**src/rtl/conv_read_sched_pkg.sv**
```systemverilog
// Shared constants, FSM encoding and read-tag layout for the convolution read scheduler.
package conv_read_sched_pkg;

    localparam int CH_NUM   = 4;
    localparam int OC_NUM   = 4;
    localparam int TILE_DIM = 13;
    localparam int BANK_W   = 7;

    localparam int BANK_AW   = 6;
    localparam int WEIGHT_AW = 11;
    localparam int BIAS_AW   = 7;

    localparam int IC_W   = 2;
    localparam int TILE_W = 4;
    localparam int OC_W   = 7;

    typedef enum logic [1:0] {
        IDLE  = 2'd0,
        RUN   = 2'd1,
        FLUSH = 2'd2,
        DONE  = 2'd3
    } state_e;

    // Tag travelling one cycle behind each accepted issue, aligned with SRAM read data.
    typedef struct packed {
        logic              first_ic;
        logic              last_ic;
        logic [OC_W-1:0]   oc;
        logic [TILE_W-1:0] row;
        logic [TILE_W-1:0] col;
    } rd_tag_t;

endpackage

```
**src/rtl/conv_read_sched_tile_bank_map.sv**
```systemverilog
// Maps an output tile (row,col) to the read address of its 2x2 input blocks, one block per bank.
module conv_read_sched_tile_bank_map
    import conv_read_sched_pkg::*;
(
    input  logic [TILE_W-1:0]        row_i,
    input  logic [TILE_W-1:0]        col_i,
    output logic [3:0][BANK_AW-1:0]  addr_o
);

    // Bank b holds the block whose row parity is b[1] and column parity is b[0];
    // the tile's 2x2 window always contains exactly one such block.
    for (genvar b = 0; b < 4; b++) begin : g_bank
        localparam bit ROW_PAR = (b / 2) != 0;
        localparam bit COL_PAR = (b % 2) != 0;

        logic [TILE_W:0] blk_row;
        logic [TILE_W:0] blk_col;

        assign blk_row = {1'b0, row_i} + {{TILE_W{1'b0}}, row_i[0] ^ ROW_PAR};
        assign blk_col = {1'b0, col_i} + {{TILE_W{1'b0}}, col_i[0] ^ COL_PAR};

        assign addr_o[b] = BANK_AW'(blk_row >> 1) * BANK_AW'(BANK_W) + BANK_AW'(blk_col >> 1);
    end

endmodule

```
**src/rtl/conv_read_sched.sv**
```systemverilog
// Walks ic/col/row/oc for one convolution pass, issuing bank, weight and bias SRAM reads with a 1-cycle tag.
module conv_read_sched
    import conv_read_sched_pkg::*;
(
    input  logic                 clk,
    input  logic                 rst,
    input  logic                 start,
    input  logic                 dp_ready,
    output logic [BANK_AW-1:0]   sram_raddr_a0,
    output logic [BANK_AW-1:0]   sram_raddr_a1,
    output logic [BANK_AW-1:0]   sram_raddr_a2,
    output logic [BANK_AW-1:0]   sram_raddr_a3,
    output logic [WEIGHT_AW-1:0] sram_raddr_weight,
    output logic [BIAS_AW-1:0]   sram_raddr_bias,
    output logic                 rd_valid,
    output logic                 rd_first_ic,
    output logic                 rd_last_ic,
    output logic [OC_W-1:0]      rd_oc,
    output logic [TILE_W-1:0]    rd_row,
    output logic [TILE_W-1:0]    rd_col,
    output logic                 busy,
    output logic                 done,
    output logic [1:0]           dbg_state
);

    state_e              state_q, state_d;
    logic [IC_W-1:0]     ic_q, ic_d;
    logic [TILE_W-1:0]   col_q, col_d;
    logic [TILE_W-1:0]   row_q, row_d;
    logic [OC_W-1:0]     oc_q, oc_d;
    rd_tag_t             tag_q, tag_d;
    logic                rd_valid_q;

    logic                accept;
    logic                in_run;
    logic                ic_wrap, col_wrap, row_wrap, oc_wrap, last_issue;
    logic [3:0][BANK_AW-1:0] bank_addr;

    assign ic_wrap    = ic_q  == IC_W'(CH_NUM - 1);
    assign col_wrap   = col_q == TILE_W'(TILE_DIM - 1);
    assign row_wrap   = row_q == TILE_W'(TILE_DIM - 1);
    assign oc_wrap    = oc_q  == OC_W'(OC_NUM - 1);
    assign last_issue = ic_wrap & col_wrap & row_wrap & oc_wrap;

    // Handshake: an issue transfers on a cycle where state is RUN and dp_ready is high;
    // the presented addresses and counters hold otherwise, and rd_valid marks the cycle after transfer.
    always_comb begin
        state_d = state_q;
        ic_d    = ic_q;
        col_d   = col_q;
        row_d   = row_q;
        oc_d    = oc_q;
        accept  = 1'b0;
        unique case (state_q)
            IDLE: begin
                ic_d  = '0;
                col_d = '0;
                row_d = '0;
                oc_d  = '0;
                if (start) state_d = RUN;
            end
            RUN: begin
                if (dp_ready) begin
                    accept = 1'b1;
                    ic_d   = ic_wrap ? '0 : ic_q + 1'b1;
                    if (ic_wrap) begin
                        col_d = col_wrap ? '0 : col_q + 1'b1;
                        if (col_wrap) begin
                            row_d = row_wrap ? '0 : row_q + 1'b1;
                            if (row_wrap) oc_d = oc_wrap ? '0 : oc_q + 1'b1;
                        end
                    end
                    if (last_issue) state_d = FLUSH;
                end
            end
            FLUSH:   state_d = DONE;
            DONE:    state_d = IDLE;
            default: state_d = IDLE;
        endcase
    end

    always_comb begin
        tag_d = '0;
        if (accept) begin
            tag_d.first_ic = ic_q == '0;
            tag_d.last_ic  = ic_wrap;
            tag_d.oc       = oc_q;
            tag_d.row      = row_q;
            tag_d.col      = col_q;
        end
    end

    always_ff @(posedge clk) begin
        if (rst) begin
            state_q    <= IDLE;
            ic_q       <= '0;
            col_q      <= '0;
            row_q      <= '0;
            oc_q       <= '0;
            tag_q      <= '0;
            rd_valid_q <= 1'b0;
        end else begin
            state_q    <= state_d;
            ic_q       <= ic_d;
            col_q      <= col_d;
            row_q      <= row_d;
            oc_q       <= oc_d;
            tag_q      <= tag_d;
            rd_valid_q <= accept;
        end
    end

    conv_read_sched_tile_bank_map u_bank_map (
        .row_i  (row_q),
        .col_i  (col_q),
        .addr_o (bank_addr)
    );

    assign in_run = state_q == RUN;

    assign sram_raddr_a0     = in_run ? bank_addr[0] : '0;
    assign sram_raddr_a1     = in_run ? bank_addr[1] : '0;
    assign sram_raddr_a2     = in_run ? bank_addr[2] : '0;
    assign sram_raddr_a3     = in_run ? bank_addr[3] : '0;
    assign sram_raddr_weight = in_run ? WEIGHT_AW'(oc_q) * WEIGHT_AW'(CH_NUM) + WEIGHT_AW'(ic_q) : '0;
    assign sram_raddr_bias   = in_run ? BIAS_AW'(oc_q) : '0;

    assign rd_valid    = rd_valid_q;
    assign rd_first_ic = tag_q.first_ic;
    assign rd_last_ic  = tag_q.last_ic;
    assign rd_oc       = tag_q.oc;
    assign rd_row      = tag_q.row;
    assign rd_col      = tag_q.col;

    assign busy      = state_q != IDLE;
    assign done      = state_q == DONE;
    assign dbg_state = state_q;

endmodule

```
**config.mk**
```make
export PLATFORM = sky130hd
export DESIGN_NAME = conv_read_sched
export DESIGN_NICKNAME = d
export VERILOG_FILES = /design/src/rtl/conv_read_sched_pkg.sv /design/src/rtl/conv_read_sched_tile_bank_map.sv /design/src/rtl/conv_read_sched.sv
export SDC_FILE = /design/constraint.sdc
export NUM_CORES = 1
export LEC_CHECK = 0
export CAP_MARGIN = 20
export CELL_PAD_IN_SITES_DETAIL_PLACEMENT = 0
export CELL_PAD_IN_SITES_GLOBAL_PLACEMENT = 1
export CORE_MARGIN = 5
export CORE_UTILIZATION = 38
export DETAILED_ROUTE_END_ITERATION = 7
export PLACE_DENSITY = 0.88
export SLEW_MARGIN = 20
export SYNTH_ARGS = -nofsm -noshare
export SYNTH_HDL_FRONTEND = slang
export SYNTH_SLANG_ARGS = --single-unit
export TNS_END_PERCENT = 10
```
**constraint.sdc**
```tcl
create_clock -name clk -period 5.1 [get_ports clk]
set_input_delay 1.02 -clock clk [delete_from_list [all_inputs] [get_ports clk]]
set_output_delay 1.02 -clock clk [all_outputs]
set_load 0.03 [all_outputs]
```
Yosys cells after proc, flatten, opt, wreduce, memory -nomap -nowiden
Index checks and enable logic that the tools add are counted.
- register bits after elaboration: 37
- latch bits: 0
- bits in writable memories: 0
- memory bits (read-only): 0
- output and inout bits: 64
- logic and storage cells: 85
- memories: 0
- $add $sub $neg: 13
- multiply operators: 2
- divide/modulo/power cells: 0
- magnitude comparators: 0
- eq/ne operators: 13
- shifts and indexed selects: 0
- muxes and demuxes: 30
- bitwise logic cells: 6
- reduce and logical (&&, ||, !) cells: 10
- operators by type and width (cell ; number):
    $mux 7 ; 6
    $mux 4 ; 7
    $add 6x4->6 ; 4
    $mux 6 ; 4
    $add 4x1->5 ; 4
    $pmux 4 s2 ; 2
    $pmux 7 s2 ; 1
    $mul 4x3->6 const B ; 2
    $add 9x2->10 ; 1
    $mux 10 ; 1
    $mux 2 ; 5
    $add 4x1->4 const B ; 2
    $eq 4x4->1 const B ; 2
    $ne 2x1->1 const B ; 4
    $pmux 2 s4 ; 1
    $add 7x1->7 const B ; 1
    $eq 7x2->1 const B ; 1
    $eq 2x2->1 const B ; 3
    $reduce_and 3->1 ; 2
    $reduce_and 5->1 ; 1
    $logic_not 2->1 ; 2
    $ne 2x2->1 const B ; 2
    $pmux 2 s2 ; 1
    $reduce_and 4->1 ; 1
    8 further kinds ; 14

Logic depth before layout (Yosys ltp)
- word-level depth: 7
- mapped depth: 12
- depth with buffers taken out: 12

Cells and area by module
A second synthesis with hierarchy kept.
- cells, all modules: 327
- area, all modules: 2954.1 µm²
- by module, submodules not included (module ; times used ; cells an instance ; area each (µm²) ; sequential area each (µm²)):
    conv_read_sched ; 1 ; 214 ; 1903.1 ; 740.7
    conv_read_sched_tile_bank_map ; 1 ; 113 ; 1051.0 ; 0.0

Least setup slack after synthesis
Ideal clock, no wire load.
- path type: register -> output
- start point: register row_q[1]
- end point: output sram_raddr_a0[3]
- arrival time: 3.542 ns
- setup slack: 0.538 ns
- cell stages (with the launch flop): 11
- buffers on the path: 0
- path through: dfxtp_1 -> inv_1 -> ha_1 -> and2_1 -> nor2_1 -> ha_1 -> ha_1 -> fa_1 -> ha_1 -> o21a_1 -> a211oi_1
- cells in the longest elaborated chain, start to end: 4
- RTL lines (what ; RTL line ; source):
    start: declaration ; conv_read_sched.sv:29 ; logic [TILE_W-1:0] row_q, row_d;
    start signal: assignment ; conv_read_sched.sv:106 ; row_q <= row_d;
    $add 4x1->5 ; conv_read_sched_tile_bank_map.sv:19 ; assign blk_row = {1'b0, row_i} + {{TILE_W{1'b0}}, row_i[0] ^ ROW_PAR};
    $mul 4x3->6 ; conv_read_sched_tile_bank_map.sv:22 ; assign addr_o[b] = BANK_AW'(blk_row >> 1) * BANK_AW'(BANK_W) + BANK_AW'(blk_col >> 1);
    $add 6x4->6 ; conv_read_sched_tile_bank_map.sv:22 ;
    $mux 6 ; conv_read_sched.sv:121 ; assign sram_raddr_a0 = in_run ? bank_addr[0] : '0;
    end: declaration ; conv_read_sched.sv:9 ; output logic [BANK_AW-1:0] sram_raddr_a0,
No other way between the ends.

Worst setup path in the final report
- start point: register row_q[1]
- end point: output sram_raddr_a0[5]
Same word-level chain as after synthesis.

==> results.rst <==
.. list-table::
   :header-rows: 1

   * - Metric
     - Value
   * - Port Buf Inserts
     - 65
   * - Hold Vio Cnt, Final
     - 0
   * - Via-per-instance ratio
     - between 5 and 6
   * - Vias
     - 2481
   * - Net load switching power
     - 475 uW
   * - DRC viols
     - 0
   * - Clock power share
     - between 10% and 20%
   * - Leading register cell type out of synthesis
     - sky130_fd_sc_hd__dfxtp_1
   * - Setup repair after global routing missed its margin
     - no
   * - Number of maximum-capacitance constraint violations
     - 0
   * - Antenna cell count
     - 0
   * - Max-slew headroom at the worst pin
     - a little over a third
   * - CTS Root Buffer Type
     - sky130_fd_sc_hd__clkbuf_8
   * - Clock transition at the register clock pins on the worst setup and hold paths after CTS
     - ~0.07 ns
   * - Number of buffers inserted during clock tree synthesis
     - 5
   * - Maximum level of the CTS H-tree
     - 2
   * - Period minus WS final
     - just under 5 ns
   * - Endpoints failing setup
     - 0
   * - Worst Path Arrival
     - 3.79 ns
   * - Logic gate share of total power
     - 51.3%
   * - Final ANT Viol Nets
     - 0
   * - Slowest cell on crit path
     - sky130_fd_sc_hd__fa_1
   * - Antenna violations before repair
     - 0
   * - Setup crit end kind
     - primary output
   * - Setup clock skew after layout
     - ~0.0056 ns
   * - Mapped cell area
     - just under 0.003 mm2
   * - Share of synthesized cell area in full adder, half adder and majority cells
     - 21.3%
   * - Delay of the slowest critical-path stage
     - between 0.5 and 0.6 ns
   * - Simple-gate share of the synthesized area
     - between 20 and 25%
   * - WL final
     - between 6000 and 7000 um
   * - Clk Latency, worst-skew pair
     - 0.29 ns
   * - Cells traversed along the worst timing path
     - inv_1 > ha_1 > and2_1 > nor2_2 > ha_1 > ha_1 > fa_1 > ha_1 > o21a_1 > a21oi_2 > a211o_1 > a21oi_2 > buf_4
   * - Vias in the first global route
     - approximately 2500
   * - Async set or reset register ratio after synthesis
     - 0%
   * - Top-level I/O count
     - a little under 70
   * - Gate count after technology mapping
     - around 330
   * - Count of cells along the worst hold path
     - 2
   * - Number of placement rows
     - 32
   * - Startpoint types
     - flip-flop
   * - Number of unique standard cell types used by synthesis
     - between 50 and 60
   * - Leakage power
     - roughly 0.0016 uW
   * - Hpwl dp
     - approximately 5200 um
   * - Most common library cell in the layout ignoring fill and taps
     - sky130_fd_sc_hd__clkdlybuf4s50_1
   * - Core outline area
     - ~0.0076 mm2
   * - Sink Count
     - 37
   * - Internal power of the cells
     - ~630 uW
   * - Mean instance size in the synthesized netlist
     - approximately 9 um2
   * - Final clock period utilization by the worst path
     - between 90% and 100%
   * - Placement-stage cell area
     - 0.00360 mm2
   * - Aggregate global routing overflow
     - 0
   * - Iteration-0 DRC Markers
     - 92
   * - Net switching fraction of the power
     - between 40% and 50%
   * - Maximum number of pins on one net before global-route repair
     - 29
   * - Number of iterations in the first detailed-routing pass
     - 4
   * - Die Wd
     - around 100 um
   * - Commonest non-fill, non-tap cells in the layout
     - 61 x sky130_fd_sc_hd__clkdlybuf4s50_1, 37 x sky130_fd_sc_hd__ha_1, 35 x sky130_fd_sc_hd__dfxtp_1
   * - CTS tree
     - built
   * - Largest family of logic cells by synthesized area
     - simple AND/OR/NAND/NOR gates
   * - Critical Path RT
     - 4.08 ns
   * - Count of final max-slew check failures
     - 0
   * - Post-CTS setup buffers
     - 0
   * - Total global-route track usage
     - between 10 and 15%
   * - Pwr dens
     - 298 mW/mm2
   * - Synth Area in XOR/XNOR
     - 5.65%
   * - Status
     - complete, no violations
   * - CP max FO
     - 7
   * - Crit path kind
     - flip-flop to primary output
   * - Initial cell density of the core
     - between 30 and 40%
   * - Final setup TNS
     - 0 ns
   * - Number of synthesized register bits
     - 37
   * - Share of final-layout standard cells stronger than drive strength 1
     - between 8 and 9%
   * - Maximum number of buffers from clock root to sink
     - 2
   * - Number of standard cells in the layout, taps in and fillers out
     - a little under 500
   * - Area of all placed cells without fillers
     - ~0.0037 mm2
   * - Signed area change from the synthesized netlist to the final layout
     - 26.4%
   * - Depth of the most critical reg-to-reg path
     - 6
   * - Die outline area
     - ~0.0095 mm2
   * - Count of nets after finishing
     - around 430
   * - Number of enable flip-flop cells after synthesis
     - 0
   * - Achievable Freq
     - 0.208 GHz
   * - Peak ir drop on the vdd network
     - between 0.1 and 0.15 mV
   * - YS warnings
     - 0
   * - Weighted congestion at the end of routability-driven global placement
     - roughly 0.8
   * - Placed Cells incl. Taps
     - between 400 and 500
   * - Least-Margin Pin Slew
     - 0.950 ns
   * - Classification of the worst-slack hold path
     - flip-flop to flip-flop
   * - Cell with the most instances on the worst path
     - sky130_fd_sc_hd__ha_1
   * - Fraction of the yosys area taken by sequential cells
     - 25.3%
   * - Routed len/inst
     - ~14 um
   * - Height of the die
     - 97.7 um
   * - Flop pwr share
     - a little under a third
   * - First-pass GRT wire length
     - 11200 um
   * - Multiplexer area fraction after synthesis
     - 1.03%
   * - Compound-Gate Fraction of Synth Area
     - 17.7%
registers in the layout, indices dropped and copies added, names as in the netlist:
signal / flops
col_q: 4
dbg_state: 2
ic_q: 2
oc_q: 7
rd_col: 4
rd_first_ic: 1
rd_last_ic: 1
rd_oc: 7
rd_row: 4
rd_valid: 1
row_q: 4
final cells by class:
| class | instances | area (um2) |
|---|---|---|
| Fill cell | 747 | 3910 |
| Multi-Input combinational cell | 253 | 2020 |
| Sequential cell | 37 | 743 |
| Timing Repair Buffer | 65 | 644 |
| Tap cell | 102 | 128 |
| Clock buffer | 7 | 86.3 |
| Inverter | 21 | 78.8 |
Yosys cell counts, types with 5 or more instances:
library cell	count	share of area, %
sky130_fd_sc_hd__dfxtp_1	37	25
sky130_fd_sc_hd__ha_1	37	16
sky130_fd_sc_hd__nor2_1	26	3.3
sky130_fd_sc_hd__and2_1	25	5.3
sky130_fd_sc_hd__inv_1	20	2.6
sky130_fd_sc_hd__a21oi_1	16	2.7
sky130_fd_sc_hd__nand3_1	12	2.1
sky130_fd_sc_hd__o21ai_0	12	2.1
sky130_fd_sc_hd__a21o_1	11	2.8
sky130_fd_sc_hd__nor3_1	11	1.9
sky130_fd_sc_hd__buf_4	10	2.6
sky130_fd_sc_hd__nand2_1	9	1.2
sky130_fd_sc_hd__xnor2_1	9	2.7
sky130_fd_sc_hd__fa_1	8	5.5
sky130_fd_sc_hd__xor2_1	8	2.4
sky130_fd_sc_hd__and3_1	7	1.5
sky130_fd_sc_hd__a211oi_1	6	1.5
sky130_fd_sc_hd__clkbuf_1	6	0.77
sky130_fd_sc_hd__nor2b_1	5	1.1
final timing paths:
check,start,end,slack [ns]
worst max-delay path,row_q[1],sram_raddr_a0[5],0.29
worst min-delay path,ic_q[1],ic_q[1],0.51
worst max register to register,dbg_state[1],oc_q[6],2.18
worst min register to register,ic_q[1],ic_q[1],0.51
power by group through the flow:
stage	Combinational, uW	Clock (uW)	Sequential [uW]
finish	565	204	332
global route	625	225	335
CTS	569	210	331
detailed placement	561	0	337
global placement	557	0	337
floorplan	410	0	353
layer usage:
layer  global-route usage (%)  vias to the layer above  wire length [um]
met5                        0                        -                 0
met4                     6.39                        0               174
met3                     3.52                       13               356
met2                     23.1                       75              3050
met1                     17.5                     1151              3170
li1                         -                     1242                 -
metrics by stage:
step | total power, uW | hold WS, ns | util [%] | setup WS (ns)
final | 1100 | 0.508 | 48.6 | 0.290
after global routing | 1180 | 0.541 | 48.6 | 0.0621
after floorplan | 764 | 0.465 | - | 0.538
after CTS | 1110 | 0.505 | 48.4 | 0.101
after global placement | 894 | 0.474 | 47.3 | 0.220
after detailed placement | 898 | 0.494 | 47.3 | 0.133
cells by family after synthesis:
kind of cell,Yosys count
AO/OA/AOI/OAI,70
XOR/XNOR,18
adder cells (fa/ha/maj),45
buffers and inverters,39
flip-flops,37
multiplexers,3
other,1
AND/OR/NAND/NOR,115
critical path, delay by kind of cell, from the launching register on:
kind,cells,cell delay [ns]
AOI/OAI and AO/OA,4,0.65
adders and majority gates,5,1.72
buffers and inverters,2,0.29
DFF,1,0.41
and+or+nand+nor,2,0.43
repair_timing:
item,4_1_cts,5_1_grt
resized for setup,4,4
setup endpoints to repair,3,5
hold buffers,0,0
hold endpoints to repair,0,0
pin swaps,0,0
Power figures use the tool's default switching activity.
